===== src/rtl/dmem_pkg.sv =====
`default_nettype none
// +----------------------------------------------------------------------+
// | Module   : dmem_pkg                                                  |
// | Brief    : Shared types and defaults for the data-memory arbiter.    |
// | Revision : 1.0                                                       |
// +----------------------------------------------------------------------+
package dmem_pkg;

    localparam int c_DEF_AW         = 32;
    localparam int c_DEF_DW         = 32;
    localparam int c_DEF_MEM_LAT    = 2;
    localparam int c_DEF_STARVE_MAX = 4;

    typedef enum logic [1:0] {
        IDLE     = 2'd0,
        CPU_BUSY = 2'd1,
        EXT_BUSY = 2'd2
    } state_t;

    // Bits needed to hold 0..max_val inclusive, never less than one.
    function automatic int cnt_width(input int max_val);
        return (max_val < 2) ? 1 : $clog2(max_val + 1);
    endfunction

endpackage
`default_nettype wire


===== src/rtl/dmem_lat_timer.sv =====
`default_nettype none
// +----------------------------------------------------------------------+
// | Module   : dmem_lat_timer                                            |
// | Brief    : Loadable access-latency down-counter with a done flag.    |
// | Revision : 1.0                                                       |
// +----------------------------------------------------------------------+
module dmem_lat_timer
    import dmem_pkg::*;
#(
    parameter int LAT = c_DEF_MEM_LAT
)(
    input  logic clk,
    input  logic rst_n,
    input  logic i_load,
    output logic o_done
);

    localparam int              c_CW   = cnt_width(LAT);
    localparam logic [c_CW-1:0] c_LOAD = c_CW'(LAT);
    localparam logic [c_CW-1:0] c_ONE  = c_CW'(1);

    logic [c_CW-1:0] r_cnt;

    always_ff @(posedge clk) begin
        if (!rst_n) begin
            r_cnt <= '0;
        end else if (i_load) begin
            r_cnt <= c_LOAD;
        end else if (r_cnt != '0) begin
            r_cnt <= r_cnt - c_ONE;
        end
    end

    // The last busy cycle is the one where the counter reads one.
    assign o_done = (r_cnt == c_ONE);

endmodule
`default_nettype wire


===== src/rtl/dmem_arbiter.sv =====
`default_nettype none
// +----------------------------------------------------------------------+
// | Module   : dmem_arbiter                                              |
// | Brief    : Shares the data-memory port between the M stage and an    |
// |            external port, with starvation-guaranteed ext service.    |
// | Revision : 1.0                                                       |
// +----------------------------------------------------------------------+
module dmem_arbiter
    import dmem_pkg::*;
#(
    parameter int AW         = c_DEF_AW,
    parameter int DW         = c_DEF_DW,
    parameter int MEM_LAT    = c_DEF_MEM_LAT,
    parameter int STARVE_MAX = c_DEF_STARVE_MAX
)(
    input  logic          clk,
    input  logic          rst_n,
    input  logic          cpu_req,
    input  logic          cpu_we,
    input  logic [AW-1:0] cpu_addr,
    input  logic [DW-1:0] cpu_wdata,
    output logic [DW-1:0] cpu_rdata,
    output logic          cpu_stall,
    input  logic          ext_req,
    input  logic          ext_we,
    input  logic [AW-1:0] ext_addr,
    input  logic [DW-1:0] ext_wdata,
    output logic [DW-1:0] ext_rdata,
    output logic          ext_done,
    output logic          mem_en,
    output logic          mem_we,
    output logic [AW-1:0] mem_addr,
    output logic [DW-1:0] mem_wdata,
    input  logic [DW-1:0] mem_rdata
);

    localparam int              c_SW         = cnt_width(STARVE_MAX);
    localparam logic [c_SW-1:0] c_STARVE_MAX = c_SW'(STARVE_MAX);
    localparam logic [c_SW-1:0] c_SONE       = c_SW'(1);

    state_t          r_state;
    state_t          w_next;
    logic [c_SW-1:0] r_starve;
    logic            w_done;
    logic            w_grant_cpu;
    logic            w_grant_ext;
    logic            w_cpu_done;
    logic            w_ext_done;

    dmem_lat_timer #(
        .LAT (MEM_LAT)
    ) u_lat_timer (
        .clk    (clk),
        .rst_n  (rst_n),
        .i_load (mem_en),
        .o_done (w_done)
    );

    always_ff @(posedge clk) begin
        if (!rst_n) begin
            r_state <= IDLE;
        end else begin
            r_state <= w_next;
        end
    end

    // Grants only happen out of reset, so every output below is quiet in reset.
    always_comb begin
        w_next      = r_state;
        w_grant_cpu = 1'b0;
        w_grant_ext = 1'b0;
        case (r_state)
            IDLE: begin
                if (rst_n) begin
                    if (cpu_req && ext_req) begin
                        w_grant_ext = (r_starve == c_STARVE_MAX);
                        w_grant_cpu = (r_starve != c_STARVE_MAX);
                    end else begin
                        w_grant_cpu = cpu_req;
                        w_grant_ext = ext_req;
                    end
                end
                if (w_grant_cpu) begin
                    w_next = CPU_BUSY;
                end else if (w_grant_ext) begin
                    w_next = EXT_BUSY;
                end
            end
            CPU_BUSY, EXT_BUSY: begin
                if (w_done) begin
                    w_next = IDLE;
                end
            end
            default: w_next = IDLE;
        endcase
    end

    // Waiting ext cycles; held at the cap until ext is granted or withdraws.
    always_ff @(posedge clk) begin
        if (!rst_n || !ext_req || w_grant_ext) begin
            r_starve <= '0;
        end else if (r_starve != c_STARVE_MAX) begin
            r_starve <= r_starve + c_SONE;
        end
    end

    always_comb begin
        mem_we    = 1'b0;
        mem_addr  = '0;
        mem_wdata = '0;
        if (w_grant_cpu) begin
            mem_we    = cpu_we;
            mem_addr  = cpu_addr;
            mem_wdata = cpu_wdata;
        end else if (w_grant_ext) begin
            mem_we    = ext_we;
            mem_addr  = ext_addr;
            mem_wdata = ext_wdata;
        end
    end

    assign mem_en     = w_grant_cpu | w_grant_ext;
    assign w_cpu_done = rst_n & (r_state == CPU_BUSY) & w_done;
    assign w_ext_done = rst_n & (r_state == EXT_BUSY) & w_done;

    // Load data flows straight through so MEM/WB captures it at the done edge.
    assign cpu_stall = rst_n & cpu_req & ~w_cpu_done;
    assign cpu_rdata = w_cpu_done ? mem_rdata : '0;
    assign ext_done  = w_ext_done;
    assign ext_rdata = w_ext_done ? mem_rdata : '0;

endmodule
`default_nettype wire


===== config.mk =====
export PLATFORM = sky130hd
export DESIGN_NAME = dmem_arbiter
export DESIGN_NICKNAME = d
export VERILOG_FILES = /design/src/rtl/dmem_pkg.sv /design/src/rtl/dmem_lat_timer.sv /design/src/rtl/dmem_arbiter.sv
export SDC_FILE = /design/constraint.sdc
export NUM_CORES = 1
export LEC_CHECK = 0
export BUFFER_PORTS_ARGS = -buffer_cell sky130_fd_sc_hd__buf_2
export CORE_AREA = 2 2 114 116
export CTS_BUF_LIST = sky130_fd_sc_hd__clkbuf_4
export CTS_CLUSTER_SIZE = 20
export DETAILED_ROUTE_END_ITERATION = 10
export DIE_AREA = 0 0 116 118
export PLACE_DENSITY = 0.42
export SLEW_MARGIN = 15
export SYNTH_ARGS = -nofsm -noshare
export SYNTH_HDL_FRONTEND = slang
export SYNTH_HIERARCHICAL = 1
export SYNTH_SLANG_ARGS = --single-unit

===== constraint.sdc =====
create_clock -name clk -period 2.8 [get_ports clk]
set_clock_uncertainty 0.15 [all_clocks]
set_input_delay 0 -clock clk [delete_from_list [all_inputs] [get_ports clk]]
set_output_delay 0 -clock clk [all_outputs]
set_load 0.02 [all_outputs]

Word-level counts from Yosys, hierarchy flattened:

Cells that the tools add are included.
W data, S select, Z words.

* bits in registers: 7
* input bits: 166
* output and inout port bits: 132
* logic and storage cells: 55

* add/sub/neg operators: 2
* eq/ne operators: 7
* mux-type cells: 22
* bitwise gates (word level): 9
* reduce and logical (&&, ||, !) cells: 11

Operators by type and width (number)
* $mux W32: 6
* $mux W1: 10
* $mux W2: 5
* $and A1 B1 Y1: 6
* $eq A2 B1 Y1 const B: 2
* $pmux W2 S2: 1
* $reduce_bool A2 Y1: 2
* $reduce_or A2 Y1: 2
* $add A3 B1 Y3 const B: 1
* $eq A3 B3 Y1 const B: 1
* $ne A3 B1 Y1 const B: 1
* $ne A3 B3 Y1 const B: 1
* $eq A2 B2 Y1 const B: 1
* $logic_not A1 Y1: 2
* $logic_not A2 Y1: 1
* $logic_or A1 B1 Y1: 2
* $ne A2 B2 Y1 const B: 1
* $not A1 Y1: 2
* $reduce_and A2 Y1: 1
* $sub A2 B1 Y2 const B: 1
* $logic_and A1 B1 Y1: 1
* $or A1 B1 Y1: 1

Longest topological paths before layout:

Gate-level depths: netlist of the first run.

* depth in word-level cells: 7
* depth in mapped cells: 8
* mapped depth without buffers: 7

Hierarchy:

Netlist of the first run, hierarchy kept.

By module, submodules not included
* dmem_arbiter: instances 1, cells each 190, area each 1426.4 um2, sequential area each 100.1 um2
* dmem_lat_timer: instances 1, cells each 6, area each 70.1 um2, sequential area each 40.0 um2

Least setup slack after synthesis of the first run:

OpenSTA, ideal clock, no wires.

* kind: register to register
* start: reg r_starve[0]
* end: reg u_lat_timer.r_cnt[0]
* library setup time: 60 ps
* data arrival time: 1646 ps
* data required time: 2590 ps
* path slack: 943 ps
* stages on the path, launching flop included: 8
* cell sequence: dfxtp_1 > inv_1 > ha_1 > nand2_1 > a21oi_2 > buf_2 > or2_2 > and4bb_2

* word-level cells in the longest chain between the ends: 7
* elaborated cells on any way between the ends: 12

RTL lines
* from (decl): line dmem_arbiter.sv:43 `logic [c_SW-1:0] r_starve;`
* from (signal assigned): line dmem_arbiter.sv:103 `r_starve <= r_starve + c_SONE;`
* $ne A3 B3 Y1 or $eq A3 B3 Y1 (tied branches): line dmem_arbiter.sv:77, dmem_arbiter.sv:76
* $mux W1: line dmem_arbiter.sv:75 `if (cpu_req && ext_req) begin`
* $mux W1: line dmem_arbiter.sv:74 `if (rst_n) begin`
* $mux W1 (2 in a row): line dmem_arbiter.sv:72 `case (r_state)`
* $or A1 B1 Y1 (*): line dmem_arbiter.sv:122 `assign mem_en = w_grant_cpu | w_grant_ext;`
* named net mem_en: line dmem_arbiter.sv:30 `output logic mem_en,`
* $reduce_or A2 Y1 (no source line) (*)
* to (signal assigned): line dmem_lat_timer.sv:28 `r_cnt <= c_LOAD;`
* to (signal assigned): line dmem_lat_timer.sv:30 `r_cnt <= r_cnt - c_ONE;`
* to (decl): line dmem_lat_timer.sv:22 `logic [c_CW-1:0] r_cnt;`

Mark *: on every way through the listed nets, which the timed path passes. The rest lies on a longest branch. The select of a mux whose other input is x is not followed.
A chain may end at the register's enable or synchronous reset.

Worst setup path after layout of the first run:

* start: reg r_starve[0]
* end: out mem_addr[23]

* word-level cells in the longest chain between the ends: 7
* elaborated cells on any way between the ends: 12

RTL lines
* $eq A3 B3 Y1: line dmem_arbiter.sv:76 `w_grant_ext = (r_starve == c_STARVE_MAX);`
* $mux W1: line dmem_arbiter.sv:75
* $mux W1: line dmem_arbiter.sv:74
* $mux W1 (2 in a row): line dmem_arbiter.sv:72
* $mux W32: line dmem_arbiter.sv:115 `end else if (w_grant_ext) begin`
* $mux W32 (*): line dmem_arbiter.sv:111 `if (w_grant_cpu) begin`
* to (decl): line dmem_arbiter.sv:32 `output logic [AW-1:0] mem_addr,`

Mark *: on every way between the ends. The rest lies on a longest branch, timed or not. The select of a mux whose other input is x is not followed.

==> results of run 1 <==
-- per-layer routing --
layer  GRT usage (%)  up-vias  part of all wire (%)
met1            12.4     1147                    36
met2            24.0      180                    53
met4            3.50        0                   1.3
met5               0        -                     0
li1                -     1290                     -
met3            2.63        6                    10
-- layout by cell type, fill, tap and decap left out --
master           n
diode_2          1
clkbuf_4         4
buf_12           2
nor3_1           3
buf_2          297
nand2_1          5
buf_4            1
nor2_1           2
dfxtp_1          7
mux2i_1          1
dlygate4sd3_1    3
a21oi_1          2
and2_1          64
inv_1            4
a21oi_4          1
nand3_1          2
and4bb_2         1
or2_2            1
o2bb2ai_1        2
and3_1           2
a22o_1          65
nand3b_1         1
nor2b_1          4
xnor2_1          1
ha_1             5
o21ai_0          1
a31oi_4          1
-- cell usage after synthesis (all sizes together) --
master | instances | area, µm²
a22o | 65 | 569
nand2 | 5 | 18.8
buf | 15 | 98.8
xnor2 | 1 | 8.76
nor2 | 2 | 7.51
nand3b | 1 | 7.51
nor2b | 4 | 25.0
o2bb2ai | 2 | 17.5
nor3 | 3 | 15.0
and4bb | 1 | 12.5
a21oi | 3 | 18.8
a31oi | 1 | 12.5
and2 | 64 | 400
mux2i | 1 | 10.0
nand3 | 2 | 10.0
clkbuf | 6 | 22.5
or2 | 1 | 6.26
and3 | 2 | 12.5
ha | 5 | 62.6
o21ai | 1 | 5.00
dfxtp | 7 | 140
inv | 4 | 15.0
-- stage by stage --
stage	hold WS, ns	cell area [µm²]
2_1_floorplan	-0.0239	1500
3_3_place_gp	0.178	3140
3_5_place_dp	0.176	3140
4_1_cts	0.0723	3200
5_1_grt	0.109	3200
6_report	0.0750	3200
-- power by group through the flow --
stage | sequential (W) | clock (W) | combinational (W)
final | 0.000108 | 0.0000988 | 0.000428
after global routing | 0.000108 | 0.000115 | 0.000459
after CTS | 0.000108 | 0.000103 | 0.000434
after detailed placement | 0.000110 | 0 | 0.000430
after global placement | 0.000110 | 0 | 0.000428
after floorplan | 0.000109 | 0 | 0.000216
-- area by class of cell --
| cell class | instances | area (µm²) | area share (%) |
|---|---|---|---|
| antenna | 1 | 2.50 | 0.0781 |
| clock buffer | 4 | 30.0 | 0.938 |
| inverter | 4 | 15.0 | 0.469 |
| multi-input combinational | 164 | 1240 | 38.6 |
| sequential | 7 | 140 | 4.37 |
| tap | 172 | 215 | 6.72 |
| timing repair buffer | 303 | 1560 | 48.8 |
-- logic make-up after synthesis --
logic type / count (synthesis) / share of synthesized area (%)
simple gates: 85 / 34.4
compound gates: 72 / 41.6
buf+inv: 25 / 9.11
flops: 7 / 9.36
fa+ha+maj: 5 / 4.18
xor+xnor: 1 / 0.585
mux: 1 / 0.669
-- worst max-delay path: stages (launching register included) --
cell     delay [ns]
dfxtp_1        0.33
inv_1          0.06
ha_1           0.21
nand2_1        0.17
a21oi_4        0.47
buf_12         0.30
a22o_1         0.18
buf_2          0.19
-- sequential cells by signal (all words and copies together), names as in the netlist --
signal / count
r_starve: 3
r_state: 2
u_lat_timer/r_cnt: 2
-- final timing paths --
| check | from | to | slack, ns | cells after the start |
|---|---|---|---|---|
| setup reg to reg | r_starve[0] | u_lat_timer/r_cnt[0] | 0.86 | 6 |
| hold reg to reg | r_state[1] | r_state[1] | 0.34 | 2 |
| setup / recovery | r_starve[0] | mem_addr[23] | 0.46 | 7 |
| hold / removal | cpu_req | r_state[1] | 0.07 | 4 |
==> results.json, run 1 <==
{
  "grt_max_degree": 55,
  "worst_pin_slew_ns": 0.840,
  "critical_path_class": "reg2out",
  "synth_warnings": 6,
  "fillCellCount": 1420,
  "syn_area_mm2": 0.00150,
  "pin_count": 298,
  "final_cells": 655,
  "clock_path_buffers": 2,
  "pwr-share-seq_pct": 17.0,
  "swShare_pct": 42.4,
  "fmax_mhz": 428,
  "finalWirelength_mm": 9.32,
  "synth_seq_cells": 7,
  "die_w_um": 116,
  "drv_slew": 0,
  "antenna_found_initial": 1,
  "via_count": 2623,
  "period_share_pct": 83.4,
  "vias_per_cell": 4.00,
  "cp_data_arrival_time_ns": 2.19,
  "relSlewSlack_pct": 44.0,
  "holdBufCountCts": 3,
  "cts_root_buffer": "clkbuf_4",
  "post-place-ws_ns": 0.700,
  "drt_iter0_drc": 51,
  "cts_setup_buffers": 0,
  "max-cap-violations": 0,
  "synth_cells": 196,
  "cts_max_level": 1,
  "required_ns": 2.65,
  "drtPass1Iterations": 5,
  "p_leak_nw": 1.99,
  "io_buffers": 297,
  "syn2layout_area_growth_pct": 114,
  "p_int_w": 0.000366,
  "pwr-share-comb_pct": 67.4,
  "power_frac_clock_pct": 15.6,
  "finalHoldViolations": 0,
  "gp_congestion": 0.897,
  "cts-resized-gates": 0,
  "die_h_um": 118,
  "drt.antenna.violating_nets": 0,
  "rsz0062_at_grt": "no",
  "detail_route.wl_per_cell_um": 14.2,
  "finalNetCount": 654,
  "fin_setup_tns_ns": 0,
  "hp-class": "in2reg",
  "synth_cell_types": 25,
  "synth-seq-area-share_pct": 9.36,
  "syn_nets": 367,
  "start_kind": "flop",
  "peakVddDrop_uv": 96.4,
  "grt_pass1_vias": 2443,
  "grt_overflow": 0,
  "status": "completed",
  "finalSetupViolations": 0,
  "clock-sinks": 7,
  "grt_pass1_wl_mm": 13.0,
  "numCtsBuffers": 3,
  "cp_max_fo": 54,
  "clk_pin_slew_ns": 0.05,
  "cts_tree": "built",
  "syn_avg_cell_area_um2": 7.63,
  "hpwl_mm": 8.39,
  "power.total_w": 0.000634,
  "power.switching_w": 0.000269,
  "start_util_pct": 12.1,
  "core-area_mm2": 0.0124,
  "end_kind": "output port",
  "drive_gt1_share_pct": 63.9,
  "grt_usage_pct": 12.2,
  "rows": 41,
  "drc": 0,
  "period_needed_ns": 2.34,
  "postLayoutCoreUtil_pct": 25.8,
  "fin_ws_ns": 0.464,
  "insertion_delay_ns": 0.24,
  "dp.cells": 647,
  "dieArea_mm2": 0.0137,
  "p_per_area_mw_per_mm2": 198
}
Note: power is estimated with default switching activity, not from simulation.
==> run 2, diff against run 1 <==
--- a/config.mk
+++ b/config.mk
@@ -6,12 +6,12 @@
 export NUM_CORES = 1
 export LEC_CHECK = 0
 export BUFFER_PORTS_ARGS = -buffer_cell sky130_fd_sc_hd__buf_2
-export CORE_AREA = 2 2 114 116
+export CORE_AREA = 2 2 115 117
 export CTS_BUF_LIST = sky130_fd_sc_hd__clkbuf_4
 export CTS_CLUSTER_SIZE = 20
 export DETAILED_ROUTE_END_ITERATION = 10
-export DIE_AREA = 0 0 116 118
-export PLACE_DENSITY = 0.42
+export DIE_AREA = 0 0 117 119
+export PLACE_DENSITY = 0.41
 export SLEW_MARGIN = 15
 export SYNTH_ARGS = -nofsm -noshare
 export SYNTH_HDL_FRONTEND = slang
==> constraint.sdc (replaced) <==
create_clock -name clk -period 2.3 [get_ports clk]
set_clock_uncertainty 0.15 [all_clocks]
set_input_delay 0 -clock clk [delete_from_list [all_inputs] [get_ports clk]]
set_output_delay 0 -clock clk [all_outputs]
set_load 0.02 [all_outputs]
==> results.json, run 2 (synthesis gave the netlist of run 1 again) <==
{
  "status": "completed",
  "rows": 42,
  "max-cap-violations": 0,
  "top_register": "r_starve",
  "core-area_mm2": 0.0129,
  "finalSetupViolations": 0,
  "holdBufCountCts": 2,
  "finalNetCount": 656,
  "clock_path_buffers": 2,
  "drt.antenna.violating_nets": 0,
  "peakVddDrop_uv": 96.9,
  "relSlewSlack_pct": 75.3,
  "clock-sinks": 7,
  "drc": 0,
  "period_needed_ns": 2.13,
  "final_cell_mix": "buf_2 (297), a22o_1 (65), and2_1 (64)",
  "largest_register_ff_count": 3,
  "finalWirelength_mm": 8.89,
  "fillCellCount": 1443,
  "critical_path_class": "reg2out",
  "reg_top3": "r_starve: 3 flops, r_state: 2 flops, u_lat_timer/r_cnt: 2 flops",
  "worst_pin_slew_ns": 0.371,
  "via_count": 2624,
  "fmax_mhz": 469,
  "drt_iter0_drc": 51,
  "end_kind": "output port",
  "cts_tree": "built",
  "grt_usage_pct": 11.8,
  "cts_setup_buffers": 0,
  "io_buffers": 297,
  "gp_congestion": 0.862,
  "grt_pass1_wl_mm": 12.9,
  "syn2layout_area_growth_pct": 114,
  "grt_pass1_vias": 2499,
  "cts_root_buffer": "clkbuf_4",
  "period_share_pct": 92.8,
  "layout_commonest_cell": "buf_2",
  "hpwl_mm": 7.90,
  "vias_per_cell": 3.98,
  "clk_pin_slew_ns": 0.06,
  "n_antenna_cell": 0,
  "drtPass1Iterations": 4,
  "grt_max_degree": 38,
  "detail_route.wl_per_cell_um": 13.5,
  "cp_max_fo": 32,
  "insertion_delay_ns": 0.26,
  "cts-resized-gates": 0,
  "die_w_um": 117,
  "required_ns": 2.15,
  "antenna_found_initial": 0,
  "p_leak_nw": 2.00,
  "power.total_w": 0.000771,
  "grt_overflow": 0,
  "pin_count": 298,
  "dieArea_mm2": 0.0139,
  "cp_data_arrival_time_ns": 1.98,
  "rsz0062_at_grt": "no",
  "drive_gt1_share_pct": 64.3,
  "hp-class": "in2reg",
  "p_per_area_mw_per_mm2": 241,
  "drv_slew": 0,
  "fin_setup_tns_ns": 0,
  "start_util_pct": 11.6,
  "cts_max_level": 1,
  "start_kind": "flop",
  "finalHoldViolations": 0,
  "numCtsBuffers": 3,
  "die_h_um": 119
}
## run 2: changes by cell type in the layout (fill, tap and decap cells not counted), sizes merged
cell         delta
buf             +3
diode           -1
dlygate4sd3     -1
## run 2: routing by layer
metal	track usage [%]	vias up	share of wire, %
li1	-	1292	-
met4	2.43	0	1.3
met3	3.56	11	11
met5	0	-	0
met1	11.8	1138	35
met2	23.2	183	52
## run 2: path summary, 6_finish.rpt
kind	start	endpoint	slack, ns	depth (start not counted)
max	r_starve[0]	mem_wdata[30]	0.17	7
min	cpu_req	r_state[1]	0.08	4
max reg2reg	r_starve[0]	u_lat_timer/r_cnt[0]	0.54	6
min reg2reg	r_state[0]	r_state[0]	0.33	2
## run 2: critical path: stages, from the launching register on
cell and delay, ns:
dfxtp_1 0.33, inv_1 0.06, ha_1 0.21, nand2_1 0.17
a21oi_4 0.23, buf_4 0.34, a22o_1 0.20, buf_2 0.17
## run 2: layout make-up
class / instances / area (µm²) / share of cell area (%)
timing repair buffer: 305 / 1560 / 48.8
multi-input combinational: 164 / 1240 / 38.6
tap: 176 / 220 / 6.87
sequential: 7 / 140 / 4.37
clock buffer: 4 / 30.0 / 0.937
inverter: 4 / 15.0 / 0.468
## run 2: through the flow
step	utilization [%]	hold WS [ns]	setup slack, ns	area (µm²)	std cells
3_3_place_gp	24.5	0.178	0.435	3160	654
5_1_grt	24.9	0.0940	0.0133	3210	660
6_report	24.9	0.0829	0.166	3210	660
2_1_floorplan	-	-0.0239	0.443	1500	196
3_5_place_dp	24.5	0.178	0.425	3160	654
4_1_cts	24.9	0.0796	0.140	3210	660
## run 2: power breakdown
part	internal, W	switching, W	total [W]
Combinational	0.000237	0.000276	0.000513
Clock	0.0000782	0.0000490	0.000127
Sequential	0.000127	0.00000418	0.000131
Total	0.000442	0.000329	0.000771
